`src/rtl/uart_tx_feeder.sv`:
```
// Byte FIFO in front of a UART transmitter. Bytes are popped one at a time and
// issued with the transmitter's start/ready handshake.
module uart_tx_feeder #(
  parameter int AW  = 4,
  parameter int GAP = 0
) (
  input  logic        clk,
  input  logic        rstn,
  input  logic        wr_en,
  input  logic [7:0]  wr_data,
  input  logic        flush,
  input  logic        clr_ovf,
  input  logic        tx_ready,
  output logic        tx_start,
  output logic [7:0]  tx_data,
  output logic        full,
  output logic        empty,
  output logic [AW:0] level,
  output logic        overflow,
  output logic        busy
);
  localparam int DEPTH = 2 ** AW;
  localparam int CW    = (GAP > 0) ? $clog2(GAP + 1) : 1;
  localparam logic [CW-1:0] GAP_LOAD = (GAP > 0) ? CW'(GAP - 1) : '0;

  typedef enum logic [1:0] {
    S_IDLE,
    S_ISSUE,
    S_BUSY,
    S_GAP
  } state_t;

  state_t        state_q, state_d;
  logic [AW-1:0] wr_ptr_q, wr_ptr_d;
  logic [AW-1:0] rd_ptr_q, rd_ptr_d;
  logic [AW:0]   count_q, count_d;
  logic          overflow_q, overflow_d;
  logic          tx_start_q, tx_start_d;
  logic [7:0]    tx_data_q, tx_data_d;
  logic [CW-1:0] gap_cnt_q, gap_cnt_d;

  logic [7:0]    mem [DEPTH];
  logic          wr_accept;
  logic          wr_drop;
  logic          pop;

  assign full     = (count_q == (AW + 1)'(DEPTH));
  assign empty    = (count_q == '0);
  assign level    = count_q;
  assign overflow = overflow_q;
  assign tx_start = tx_start_q;
  assign tx_data  = tx_data_q;
  assign busy     = (state_q != S_IDLE) || !empty;

  // A flush swallows any same-cycle write without flagging it as dropped.
  assign wr_accept = wr_en && !full && !flush;
  assign wr_drop   = wr_en && full && !flush;

  always_ff @(posedge clk) begin
    if (wr_accept) begin
      mem[wr_ptr_q] <= wr_data;
    end
  end

  always_comb begin
    state_d    = state_q;
    tx_start_d = tx_start_q;
    tx_data_d  = tx_data_q;
    gap_cnt_d  = gap_cnt_q;
    pop        = 1'b0;
    case (state_q)
      S_IDLE: begin
        if (!empty && tx_ready && !flush) begin
          pop        = 1'b1;
          tx_data_d  = mem[rd_ptr_q];
          tx_start_d = 1'b1;
          state_d    = S_ISSUE;
        end
      end
      S_ISSUE: begin
        // Ready dropping is the transmitter's acknowledge of start.
        if (!tx_ready) begin
          tx_start_d = 1'b0;
          state_d    = S_BUSY;
        end
      end
      S_BUSY: begin
        if (tx_ready) begin
          if (GAP > 0) begin
            gap_cnt_d = GAP_LOAD;
            state_d   = S_GAP;
          end else begin
            state_d = S_IDLE;
          end
        end
      end
      S_GAP: begin
        if (gap_cnt_q == '0) begin
          state_d = S_IDLE;
        end else begin
          gap_cnt_d = gap_cnt_q - 1'b1;
        end
      end
      default: state_d = S_IDLE;
    endcase
  end

  always_comb begin
    wr_ptr_d   = wr_ptr_q;
    rd_ptr_d   = rd_ptr_q;
    count_d    = count_q;
    overflow_d = overflow_q;
    if (flush) begin
      wr_ptr_d = '0;
      rd_ptr_d = '0;
      count_d  = '0;
    end else begin
      if (wr_accept) begin
        wr_ptr_d = wr_ptr_q + 1'b1;
      end
      if (pop) begin
        rd_ptr_d = rd_ptr_q + 1'b1;
      end
      case ({wr_accept, pop})
        2'b10:   count_d = count_q + 1'b1;
        2'b01:   count_d = count_q - 1'b1;
        default: count_d = count_q;
      endcase
    end
    // A drop in the same cycle as a clear wins so the event is not lost.
    if (wr_drop) begin
      overflow_d = 1'b1;
    end else if (clr_ovf) begin
      overflow_d = 1'b0;
    end
  end

  always_ff @(posedge clk or negedge rstn) begin
    if (!rstn) begin
      state_q    <= S_IDLE;
      wr_ptr_q   <= '0;
      rd_ptr_q   <= '0;
      count_q    <= '0;
      overflow_q <= 1'b0;
      tx_start_q <= 1'b0;
      tx_data_q  <= 8'h00;
      gap_cnt_q  <= '0;
    end else begin
      state_q    <= state_d;
      wr_ptr_q   <= wr_ptr_d;
      rd_ptr_q   <= rd_ptr_d;
      count_q    <= count_d;
      overflow_q <= overflow_d;
      tx_start_q <= tx_start_d;
      tx_data_q  <= tx_data_d;
      gap_cnt_q  <= gap_cnt_d;
    end
  end
endmodule

```
`config.mk`:
```
export PLATFORM = sky130hd
export DESIGN_NAME = uart_tx_feeder
export DESIGN_NICKNAME = d
export VERILOG_FILES = /design/src/rtl/uart_tx_feeder.sv
export SDC_FILE = /design/constraint.sdc
export NUM_CORES = 1
export LEC_CHECK = 0
export ABC_AREA = 1
export BUFFER_PORTS_ARGS = -buffer_cell sky130_fd_sc_hd__buf_2
export CORE_ASPECT_RATIO = 0.6
export CORE_MARGIN = 8
export CORE_UTILIZATION = 55
export CTS_CLUSTER_SIZE = 16
export DETAILED_ROUTE_END_ITERATION = 10
export GPL_ROUTABILITY_DRIVEN = 1
export GPL_TIMING_DRIVEN = 0
export PLACE_DENSITY = 0.76
export SYNTH_ARGS = -nofsm -noshare
export SYNTH_HDL_FRONTEND = slang
export SYNTH_SLANG_ARGS = --single-unit
```
`constraint.sdc`:
```
create_clock -name clk -period 1.8 [get_ports clk]
set_clock_uncertainty 0.2 [all_clocks]
set_input_delay 0.27 -clock clk [delete_from_list [all_inputs] [get_ports clk]]
set_output_delay 0.27 -clock clk [all_outputs]
set_load 0.02 [all_outputs]
```
# Word-level counts from Yosys, hierarchy flattened
# Memory sizes are Yosys's and may differ from the RTL's. A register that Yosys moved wholly into a read port is not among the register bits.
# Index checks and enable logic that the tools add are counted.
dict set report classes {
  n_eq_ne 10
  reduce_logical 22
  add_sub_neg 5
  mux 21
}
# op count
set op_table {}
lappend op_table {{4-bit 2-to-1 mux} 4}
lappend op_table {{5-bit case mux with 2 select lines} 1}
lappend op_table {{2-bit nonzero test} 5}
lappend op_table {{1-bit 2-to-1 mux} 9}
lappend op_table {{4-bit by 1-bit adder with 4-bit output, second input constant} 2}
lappend op_table {{2-bit 2-to-1 mux} 4}
lappend op_table {{2-bit inequality test, second input constant} 4}
lappend op_table {{2-bit case mux with 4 select lines} 1}
lappend op_table {{2-bit == test, second input constant} 3}
lappend op_table {{1-bit logical AND} 6}
lappend op_table {{5-bit by 1-bit adder with 5-bit output, second input constant} 1}
lappend op_table {{5-bit == test, second input constant} 1}
lappend op_table {{5-bit logical NOT} 1}
lappend op_table {{5-bit 2-to-1 mux} 1}
lappend op_table {{5-bit by 1-bit subtractor with 5-bit output, second input constant} 1}
lappend op_table {{2-bit by 1-bit == test with 1-bit output, second input constant} 2}
lappend op_table {{1-bit logical NOT} 4}
lappend op_table {{4-bit AND reduction} 1}
lappend op_table {{3-bit AND reduction} 1}
lappend op_table {{3-bit nonzero test} 1}
lappend op_table {{2-bit logical NOT} 1}
lappend op_table {{1-bit case mux with 2 select lines} 1}
lappend op_table {{2-bit AND reduction} 1}
lappend op_table {{1-bit logical OR} 1}
lappend op_table {{1-bit subtractor, second input constant} 1}
dict set report totals {
  in_bits 14
  out_inout_bits 18
  word_cells 66
  reg_bits 18
  mem_bits_rw 128
  mem_count 1
}
# memory words width read_ports rd_clocked_by_memory_dff write_ports line
set mem_list {}
lappend mem_list {mem 16 8 1 1 1 42} ;# logic [7:0] mem [DEPTH];

# Logic depth before layout (Yosys ltp)
# Gate-level depths: netlist of run 1.
dict set report logic_depth {
  depth_word 9
  mapped_depth 17
  depth_no_buf 17
}

# Worst setup path after synthesis of run 1
# OpenSTA, ideal clock, no wires.
dict set report synth_timing {
  path_kind {register to register}
  from {register count_q[2] (netlist: level[2])}
  to {register count_q[4] (netlist: level[4])}
  setup_ns 0.117
  path_buffers 0
  arrival_time_ns 1.729
  synth_period_minus_slack_ns 2.046
  setup_slack_ns -0.246
  stages_incl_launch_ff 15
  required_time_ns 1.483
  path_cell_list {dfrtp_1 > nor2_2 > nand3_2 > nand2_4 > inv_6 > nand2_8 > inv_2 > ha_1 > nand4_1 > nand2_1 > inv_1 > nand2_1 > nand2_1 > nand3_1 > nand2_1}
}
dict set report synth_via {
  elab_chain_len 9
  elab_cells_between_ends 17
  classes_between {add/sub: 2; eq/ne: 3; mux: 4; reduce/logical: 8}
}
# item line
set synth_rtl {}
lappend synth_rtl {{start: declaration} 36} ;# logic [AW:0] count_q, count_d;
lappend synth_rtl {{start signal: assignment} 152} ;# count_q <= count_d;
lappend synth_rtl {{5-bit logical NOT} 48} ;# assign empty = (count_q == '0);
lappend synth_rtl {{1-bit logical NOT} 73} ;# if (!empty && tx_ready && !flush) begin
lappend synth_rtl {{1-bit logical AND (2 in a row)} 73}
lappend synth_rtl {{1-bit 2-to-1 mux} 73}
lappend synth_rtl {{1-bit 2-to-1 mux} 71} ;# case (state_q)
lappend synth_rtl {{2-bit by 1-bit == test with 1-bit output or 2-bit == test (tied branches)} 124} ;# case ({wr_accept, pop})
lappend synth_rtl {{5-bit case mux with 2 select lines} 124}
lappend synth_rtl {{5-bit 2-to-1 mux} 113} ;# if (flush) begin
# Parallel ways exist; a longest one is shown, timed or not.
# A chain may end at the register's enable or synchronous reset.

==> flow_metrics.py, run 1 <==
metrics = {
    "setup_path": {
        "path_cells": "buf_6, buf_8, buf_12, nor2_4, o22ai_2, o211ai_1, a31oi_1",
        "path_delay_family": "compound AO/OA/AOI/OAI gates",
        "reg2reg_slack_ns": -0.28,
        "required_ns": 1.87,
        "cpPeakStageDelay_ns": 0.50,
        "reg2reg_to": "tx_data[7]",
        "cp.arrival_ns": 2.15,
        "cp_slowest_cell": "o211ai_1",
        "path_class": "reg -> reg",
        "rr_worst_depth": 7,
        "r2r_start": "rd_ptr_q[0]",
        "crit_path_max_fanout": 8,
        "critPathCaptureType": "flip-flop",
        "start_kind": "flip-flop",
        "cp_num_buf_inv": 3,
    },
    "sta": {
        "fin_crit_ns": 2.08,
        "slew_violations": 0,
        "worst_pin_slew_ns": 0.595,
        "fmax_ghz": 0.480,
        "final_hold_viol_count": 0,
        "fin_crit_sh_pct": 116,
        "hold_ws_ns": 0.0385,
        "relSlewSlack_pct": 60.2,
        "setup_violations": 143,
        "rsz0062_at_grt": "yes",
        "fin_tns_setup_ns": -25.98,
        "fin_ws_ns": -0.282,
    },
    "cts": {
        "clkSinkCount": 153,
        "worst_skew_pair.late_latency_ns": 0.42,
        "cts_tree": "done",
        "cts_made_buffers": 17,
        "cts-root-buf": "clkbuf_16",
        "clk_pin_slew_ns": 0.06,
        "cts_buffer_depth": 2,
        "cts_max_level": 4,
    },
    "routing": {
        "drc": 0,
        "drtIter0Drc": 791,
        "drtAntennaViolNets": 0,
        "detail_route.first_pass.iterations": 6,
        "routed_wl_mm": 20.0,
        "wl_per_cell_um": 25.2,
        "met2_length_mm": 9.12,
        "via_per_inst": 6.33,
        "dr.max_layer_used": "met4",
        "vias": 5025,
        "met1_length_mm": 7.58,
        "wl_met3_mm": 2.72,
    },
    "layout": {
        "fill_cells": 639,
        "area_delta_synth_final_pct": 33.3,
        "antenna_cells": 0,
        "final_nets": 642,
        "drive_above_1_share_pct": 35.5,
    },
    "global_route": {
        "overflow": 0,
        "grt_pass1_wl_mm": 27.8,
        "grt_pass1_vias": 4944,
        "antenna_found_initial": 1,
        "grt_usage_pct": 24.7,
        "grt_max_degree": 26,
    },
    "synth": {
        "synth_fp_nets": 541,
        "synth_edf_count": 128,
        "syn_inst": 520,
        "syn_area_mm2": 0.00636,
        "ys_seq_area_share_pct": 70.3,
        "async_flop_share_pct": 16.3,
        "yosys_warnings": 0,
        "synth_ff_type": "edfxtp_1",
        "synth_cell_types": 33,
        "yosys_register_bits": 153,
        "yosysTopAreaCell": "edfxtp_1",
        "synth_common_cells": "edfxtp_1, nor2_1, o21ai_0",
        "synth_top_area_share_pct": 60.4,
        "synth.avg_cell_area_um2": 12.2,
        "yosysMostFrequentCell": "edfxtp_1",
        "synth.area.top_cells": "edfxtp_1, dfrtp_1, o21ai_0, nor2_1, o221ai_1",
    },
    "flow_run": {
        "maxCapViolations": 0,
    },
    "floorplanning": {
        "die_y_um": 99.3,
        "core_mm2": 0.0113,
        "die_w_um": 155,
        "die_area_mm2": 0.0154,
        "start_util_pct": 56.3,
        "rows": 30,
        "io_pins": 32,
    },
    "worst_hold_path": {
        "hp-class": "in -> reg",
        "worst_hold_startpoint": "flush",
        "min_path_cells": 4,
        "min_to": "wr_ptr_q[3]",
    },
    "outcome": {
        "status": "finished, violations left",
        "violations": "setup timing",
    },
    "placed_design": {
        "io_buffers": 31,
        "dp_hpwl_mm": 11.6,
        "place.gp.congestion": 0.909,
    },
    "power_and_ir_drop": {
        "p_per_area_mw_per_mm2": 1470,
        "p_leak_nw": 3.05,
        "ir_worst_vdd_mv": 0.785,
    },
}
cell usage in the layout, fill, tap and decap left out, types with 8 or more instances in the layout:
cell and instances:
edfxtp_1 128, nor2_1 70, o21ai_0 58, buf_2 32, nand2_1 29, buf_4 28
nor2_4 23, o221ai_1 20, dfrtp_1 19, clkbuf_16 18, inv_1 17, nand2_2 17
buf_12 16, nand3_1 14, buf_6 11, o21ai_1 10, o211ai_1 10, buf_8 8
a31oi_1 8
worst reg2reg max path: stages, from the launching register on:
cell      delay (ns)
dfrtp_2         0.46
buf_6           0.14
buf_8           0.13
buf_12          0.15
nor2_4          0.09
o22ai_2         0.07
o211ai_1        0.50
a31oi_1         0.19
timing repair:
action / CTS / global route
setup endpoints to repair: 146 / 147
pin swaps: 27 / 38
endpoints found under the hold margin: 31 / 0
setup buffers: 22 / 23
hold buffers: 6 / 0
resized for setup: 73 / 132
gates cloned: 0 / 2
power by group:
part / switching (mW) / internal [mW] / leakage (nW)
clock: 1.43 / 2.03 / 0.264
combinational: 2.88 / 1.85 / 1.32
sequential: 0.198 / 4.08 / 1.46
final cells by class:
type | count | area (µm²) | area share, %
flip-flops and latches | 153 | 4480 | 52.8
well taps | 160 | 200 | 2.36
inverters | 31 | 168 | 1.98
repair buffers | 83 | 747 | 8.81
clock inverters | 12 | 126 | 1.49
multi-input cells | 310 | 2010 | 23.7
plain buffers | 25 | 313 | 3.69
clock buffers | 20 | 437 | 5.15
kinds of logic after synthesis:
logic type	after synthesis	synth area share (%)
adder cells (fa/ha/maj)	7	1.38
XOR/XNOR	1	0.138
buffers and inverters	57	4.01
flip-flops	153	70.3
AO/OA/AOI/OAI	131	12.5
AND/OR/NAND/NOR	171	11.7
registers in the layout, summed over array words and instances, names as in the netlist:
signal / cells
state_q: 2
rd_ptr_q: 4
overflow: 1
wr_ptr_q: 4
level: 5
tx_start: 1
mem: 128
tx_data: 8
worst max-delay path by stage:
stage	from	slack, ns	cells past startpoint	to
6_report	rd_ptr_q[0]	-0.28	7	tx_data[7]
5_1_grt	level[0]	-0.33	14	level[4]
4_1_cts	level[1]	-0.18	14	level[4]
3_5_place_dp	flush	-0.65	6	mem[15][6]
3_3_place_gp	flush	-0.60	6	mem[15][7]
2_1_floorplan	level[0]	-0.14	14	level[4]
layer usage:
layer / GRT usage (%) / vias up
met3: 10.2 / 66
met5: 0 / -
met2: 37.1 / 388
met1: 31.8 / 2470
met4: 8.69 / 0
li1: - / 2101
per-stage QoR:
step / power, mW / area, µm² / utilization, % / setup slack (ns) / instances
finish: 12.5 / 8480 / 75.0 / -0.282 / 794
global route: 12.8 / 8480 / 75.0 / -0.331 / 794
CTS: 11.1 / 7910 / 70.0 / -0.177 / 771
detailed placement: 7.33 / 6760 / 59.8 / -0.654 / 711
global placement: 7.22 / 6760 / 59.8 / -0.596 / 711
floorplan: 6.18 / 6400 / - / -0.139 / 520
No activity file was read; power rests on OpenSTA's default activity.
==> run 2, diff against run 1 <==
Clock period 1.8 ns to 1.9 ns, I/O delays scaled along.
==> flow_metrics.py, run 2 (same netlist as run 1, synthesis figures left out) <==
metrics = {
    "outcome": {
        "status": "finished, violations left",
        "violations": "setup timing",
    },
    "setup_path": {
        "required_ns": 2.01,
        "reg2reg_to": "level[4]",
        "critPathLaunch": "level[0]",
        "start_kind": "flip-flop",
        "rr_worst_depth": 14,
        "cp.arrival_ns": 2.23,
        "crit_path_max_fanout": 4,
        "reg2reg_slack_ns": -0.22,
        "r2r_start": "level[0]",
        "critPathCaptureType": "flip-flop",
        "path_class": "reg -> reg",
    },
    "placed_design": {
        "io_buffers": 31,
        "place.gp.congestion": 0.897,
        "dpl-instance-area_mm2": 0.00676,
        "dp_hpwl_mm": 11.4,
    },
    "sta": {
        "final_hold_viol_count": 0,
        "fin_crit_ns": 2.12,
        "rsz0062_at_grt": "yes",
        "fmax_ghz": 0.471,
        "fin_ws_ns": -0.224,
        "slew_violations": 0,
        "hold_ws_ns": 0.0523,
        "worst_pin_slew_ns": 0.647,
        "relSlewSlack_pct": 56.9,
        "setup_violations": 134,
        "fin_crit_sh_pct": 112,
    },
    "cts": {
        "cts_tree": "done",
        "clk_pin_slew_ns": 0.06,
        "cts_made_buffers": 17,
        "clkSinkCount": 153,
        "cts_buffer_depth": 2,
        "worst_skew_pair.late_latency_ns": 0.42,
        "cts-root-buf": "clkbuf_16",
        "cts_max_level": 4,
    },
    "floorplanning": {
        "rows": 30,
        "io_pins": 32,
        "start_util_pct": 56.3,
        "die_y_um": 99.3,
        "die_area_mm2": 0.0154,
        "die_w_um": 155,
        "core_mm2": 0.0113,
    },
    "layout": {
        "area_delta_synth_final_pct": 26.6,
        "drive_above_1_share_pct": 31.8,
        "final_nets": 621,
        "largest_reg_flops": 128,
        "antenna_cells": 0,
        "final_area_mm2": 0.00805,
        "final_cell_mix": "edfxtp_1, nor2_1, o21ai_0",
        "regMostFlops": "mem",
        "layout.cells.most_common": "edfxtp_1",
    },
    "routing": {
        "via_per_inst": 6.38,
        "vias": 4930,
        "drtAntennaViolNets": 0,
        "drc": 0,
        "detail_route.first_pass.iterations": 6,
        "drtIter0Drc": 784,
        "wl_per_cell_um": 25.2,
        "routed_wl_mm": 19.5,
    },
    "flow_run": {
        "maxCapViolations": 0,
    },
    "power_and_ir_drop": {
        "ir_worst_vdd_mv": 0.854,
        "swShare_pct": 35.4,
        "pwr-share-comb_pct": 33.3,
        "p_int_mw": 7.34,
        "p_sw_mw": 4.01,
        "seqPwrFrac_pct": 35.7,
        "p_per_area_mw_per_mm2": 1410,
        "p_total_mw": 11.3,
        "pwr-share-clk_pct": 31.0,
        "p_leak_nw": 2.90,
    },
    "global_route": {
        "antenna_found_initial": 0,
        "grt_max_degree": 26,
        "grt_pass1_wl_mm": 28.5,
        "grt_pass1_vias": 4774,
        "overflow": 0,
        "grt_usage_pct": 25.5,
    },
    "worst_hold_path": {
        "min_path_cells": 4,
        "hp-class": "in -> reg",
        "min_to": "wr_ptr_q[3]",
        "worst_hold_startpoint": "flush",
    },
}
-- run 2: changes by cell type in the layout (fill, tap and decap cells not counted), sizes merged, moves of 2 or more --
cell / previous run / this run
buf: 95 / 71
bufinv: 2 / 4
clkbuf: 27 / 30
clkinvlp: 5 / 7
inv: 29 / 27
-- run 2: timing repair --
item | 4_1_cts | 5_1_grt
hold buffers | 5 | 0
cloned | 0 | 1
buffers inserted | 24 | 14
endpoints found under the hold margin | 31 | 0
resized for setup | 76 | 44
setup endpoints to repair | 143 | 146
pin swaps | 25 | 34
-- run 2: power by group through the flow --
stage	clock, mW	sequential (mW)	combinational [mW]
after CTS	3.51	4.04	3.27
after floorplan	0	4.23	1.62
after detailed placement	0	4.11	2.84
after global routing	3.67	4.06	3.97
final	3.52	4.05	3.78
after global placement	0	4.10	2.75
-- run 2: cell type report --
class | count | area, µm²
flip-flops and latches | 153 | 4480
plain buffers | 24 | 178
clock buffers | 19 | 433
multi-input cells | 310 | 1990
well taps | 160 | 200
repair buffers | 63 | 454
fillers | 687 | 3250
clock inverters | 13 | 178
inverters | 31 | 146
-- run 2: stage by stage --
stage	std cells	utilization (%)	setup slack, ns	TNS (ns)
2_1_floorplan	520	-	-0.0427	-3.67
3_3_place_gp	711	59.8	-0.465	-47.66
3_5_place_dp	711	59.8	-0.498	-52.94
4_1_cts	772	71.0	-0.151	-1.57
5_1_grt	773	71.3	-0.244	-12.23
6_report	773	71.3	-0.224	-7.93
-- run 2: per-layer routing --
metal | up-vias | routed length (µm) | track usage, %
li1 | 2057 | - | -
met1 | 2422 | 7600 | 33.3
met3 | 59 | 2550 | 9.26
met2 | 392 | 8750 | 38.1
met4 | 0 | 592 | 10.1
met5 | - | 0 | 0
-- run 2: how the worst max path moves through the flow --
stage | endpoint | slack, ns | cells past startpoint
3_5_place_dp | mem[9][2] | -0.50 | 6
5_1_grt | level[4] | -0.24 | 15
2_1_floorplan | level[4] | -0.04 | 15
3_3_place_gp | mem[15][4] | -0.47 | 6
6_report | level[4] | -0.22 | 14
4_1_cts | level[4] | -0.15 | 14
-- run 2: critical path: stages (launching register included) --
cell	delay [ns]
dfrtp_2	0.44
nor2_4	0.19
nand3_4	0.11
nand2_4	0.13
inv_8	0.06
nand2_8	0.07
inv_4	0.04
ha_4	0.27
nand4_1	0.09
nand2_1	0.12
inv_2	0.05
nand2_2	0.06
nand2_2	0.05
nand3_2	0.06
nand2_1	0.05
==> run 3, diff against run 2 <==
Settings changed: PLACE_DENSITY 0.76 to default, PLACE_DENSITY_LB_ADDON from default to 0.12.
==> flow_metrics.py, run 3 (same netlist as run 1, synthesis figures left out) <==
metrics = {
    "layout": {
        "antenna_cells": 0,
        "final_area_mm2": 0.00809,
        "final_cell_mix": "edfxtp_1, nor2_1, o21ai_0",
        "regMostFlops": "mem",
        "area_delta_synth_final_pct": 27.3,
        "layout.cells.most_common": "edfxtp_1",
        "stdcell_count": 780,
        "fill_cells": 729,
        "final_nets": 629,
        "drive_above_1_share_pct": 31.3,
        "largest_reg_flops": 128,
    },
    "outcome": {
        "violations": "setup timing",
        "status": "finished, violations left",
    },
    "sta": {
        "worst_pin_slew_ns": 0.681,
        "slew_violations": 0,
        "fin_tns_setup_ns": -2.53,
        "fin_crit_ns": 2.04,
        "fin_ws_ns": -0.142,
        "hold_ws_ns": 0.0356,
        "relSlewSlack_pct": 54.6,
        "rsz0062_at_grt": "yes",
        "final_hold_viol_count": 0,
        "setup_violations": 72,
        "fmax_ghz": 0.490,
        "fin_crit_sh_pct": 107,
    },
    "worst_hold_path": {
        "worst_hold_startpoint": "flush",
        "min_path_cells": 4,
        "min_to": "rd_ptr_q[3]",
        "hp-class": "in -> reg",
    },
    "floorplanning": {
        "die_w_um": 155,
        "die_y_um": 99.3,
        "die_area_mm2": 0.0154,
        "rows": 30,
        "io_pins": 32,
        "start_util_pct": 56.3,
        "core_mm2": 0.0113,
    },
    "global_route": {
        "grt_pass1_vias": 4337,
        "antenna_found_initial": 0,
        "overflow": 0,
        "grt_pass1_wl_mm": 24.9,
        "grt_usage_pct": 22.4,
        "grt_max_degree": 26,
    },
    "setup_path": {
        "r2r_start": "rd_ptr_q[0]",
        "cp.arrival_ns": 2.12,
        "critPathCaptureType": "flip-flop",
        "reg2reg_slack_ns": -0.14,
        "rr_worst_depth": 7,
        "start_kind": "flip-flop",
        "crit_path_max_fanout": 8,
        "reg2reg_to": "tx_data[6]",
        "required_ns": 1.97,
        "path_class": "reg -> reg",
    },
    "cts": {
        "worst_skew_pair.late_latency_ns": 0.42,
        "cts-root-buf": "clkbuf_16",
        "cts_tree": "done",
        "cts_made_buffers": 17,
        "cts_max_level": 4,
        "cts_buffer_depth": 2,
        "clk_pin_slew_ns": 0.06,
        "clkSinkCount": 153,
    },
    "routing": {
        "drtIter0Drc": 411,
        "drc": 0,
        "via_per_inst": 5.88,
        "detail_route.first_pass.iterations": 5,
        "wl_per_cell_um": 21.9,
        "drtAntennaViolNets": 0,
        "routed_wl_mm": 17.1,
        "vias": 4586,
    },
    "placed_design": {
        "place.gp.congestion": 0.865,
        "dp_hpwl_mm": 10.8,
        "io_buffers": 31,
        "dp_cells": 711,
        "dpl-instance-area_mm2": 0.00676,
    },
    "power_and_ir_drop": {
        "p_per_area_mw_per_mm2": 1380,
        "p_total_mw": 11.1,
        "p_leak_nw": 2.94,
        "ir_worst_vdd_mv": 0.760,
    },
    "flow_run": {
        "maxCapViolations": 0,
    },
}
[run 3: cell types whose count changed in the layout (fill, tap and decap cells not counted), moves of 5 or more]
cell / delta
o21ai_0: -8
buf_4: +7
o21ai_2: +6
o22ai_2: -6
o22ai_1: +6
nor2_1: -5
[run 3: final cells by class]
type	instances	area, µm²	share of cell area, %
multi-input cells	310	1950	24.1
flip-flops and latches	153	4480	55.3
well taps	160	200	2.47
clock buffers	18	429	5.30
clock inverters	13	154	1.90
inverters	31	141	1.75
repair buffers	70	494	6.11
plain buffers	25	251	3.11
[run 3: worst max-delay path by stage]
| stage | start | endpoint | slack [ns] | cells past startpoint |
|---|---|---|---|---|
| 3_3_place_gp | flush | mem[8][1] | -0.58 | 6 |
| 3_5_place_dp | flush | mem[8][6] | -0.64 | 6 |
| 4_1_cts | level[1] | level[4] | -0.07 | 15 |
| 6_report | rd_ptr_q[0] | tx_data[6] | -0.14 | 7 |
| 2_1_floorplan | level[0] | level[4] | -0.04 | 15 |
| 5_1_grt | level[0] | level[4] | -0.19 | 15 |
[run 3: timing repair]
item / CTS / global route
pin swaps: 29 / 21
hold buffers: 5 / 0
gates cloned: 0 / 1
setup buffers: 26 / 13
gates resized for setup: 81 / 72
endpoints found under the hold margin: 31 / 0
setup endpoints to repair: 142 / 141
[run 3: per-stage QoR]
stage,setup slack (ns),utilization (%)
detailed placement,-0.636,59.8
finish,-0.142,71.6
CTS,-0.0657,69.2
floorplan,-0.0427,-
global placement,-0.581,59.8
global route,-0.188,71.6
[run 3: layer usage]
layer	part of all wire, %	routed length [µm]	track usage [%]
met4	1.9	327	8.09
met2	43	7400	32.5
met3	12	2070	7.14
met5	0	0	0
met1	43	7310	31.2
[run 3: worst max-delay path, stage by stage, from the launching register on]
cell,delay (ns)
dfrtp_2,0.46
clkinv_4,0.15
buf_4,0.17
buf_8,0.12
o21ai_2,0.11
o22ai_1,0.08
o211ai_1,0.46
a31oi_1,0.15
[run 3: report_power, final]
part | internal [mW] | leakage [nW] | switching (mW)
Clock | 2.05 | 0.279 | 1.30
Sequential | 3.86 | 1.46 | 0.161
Combinational | 1.42 | 1.20 | 2.35
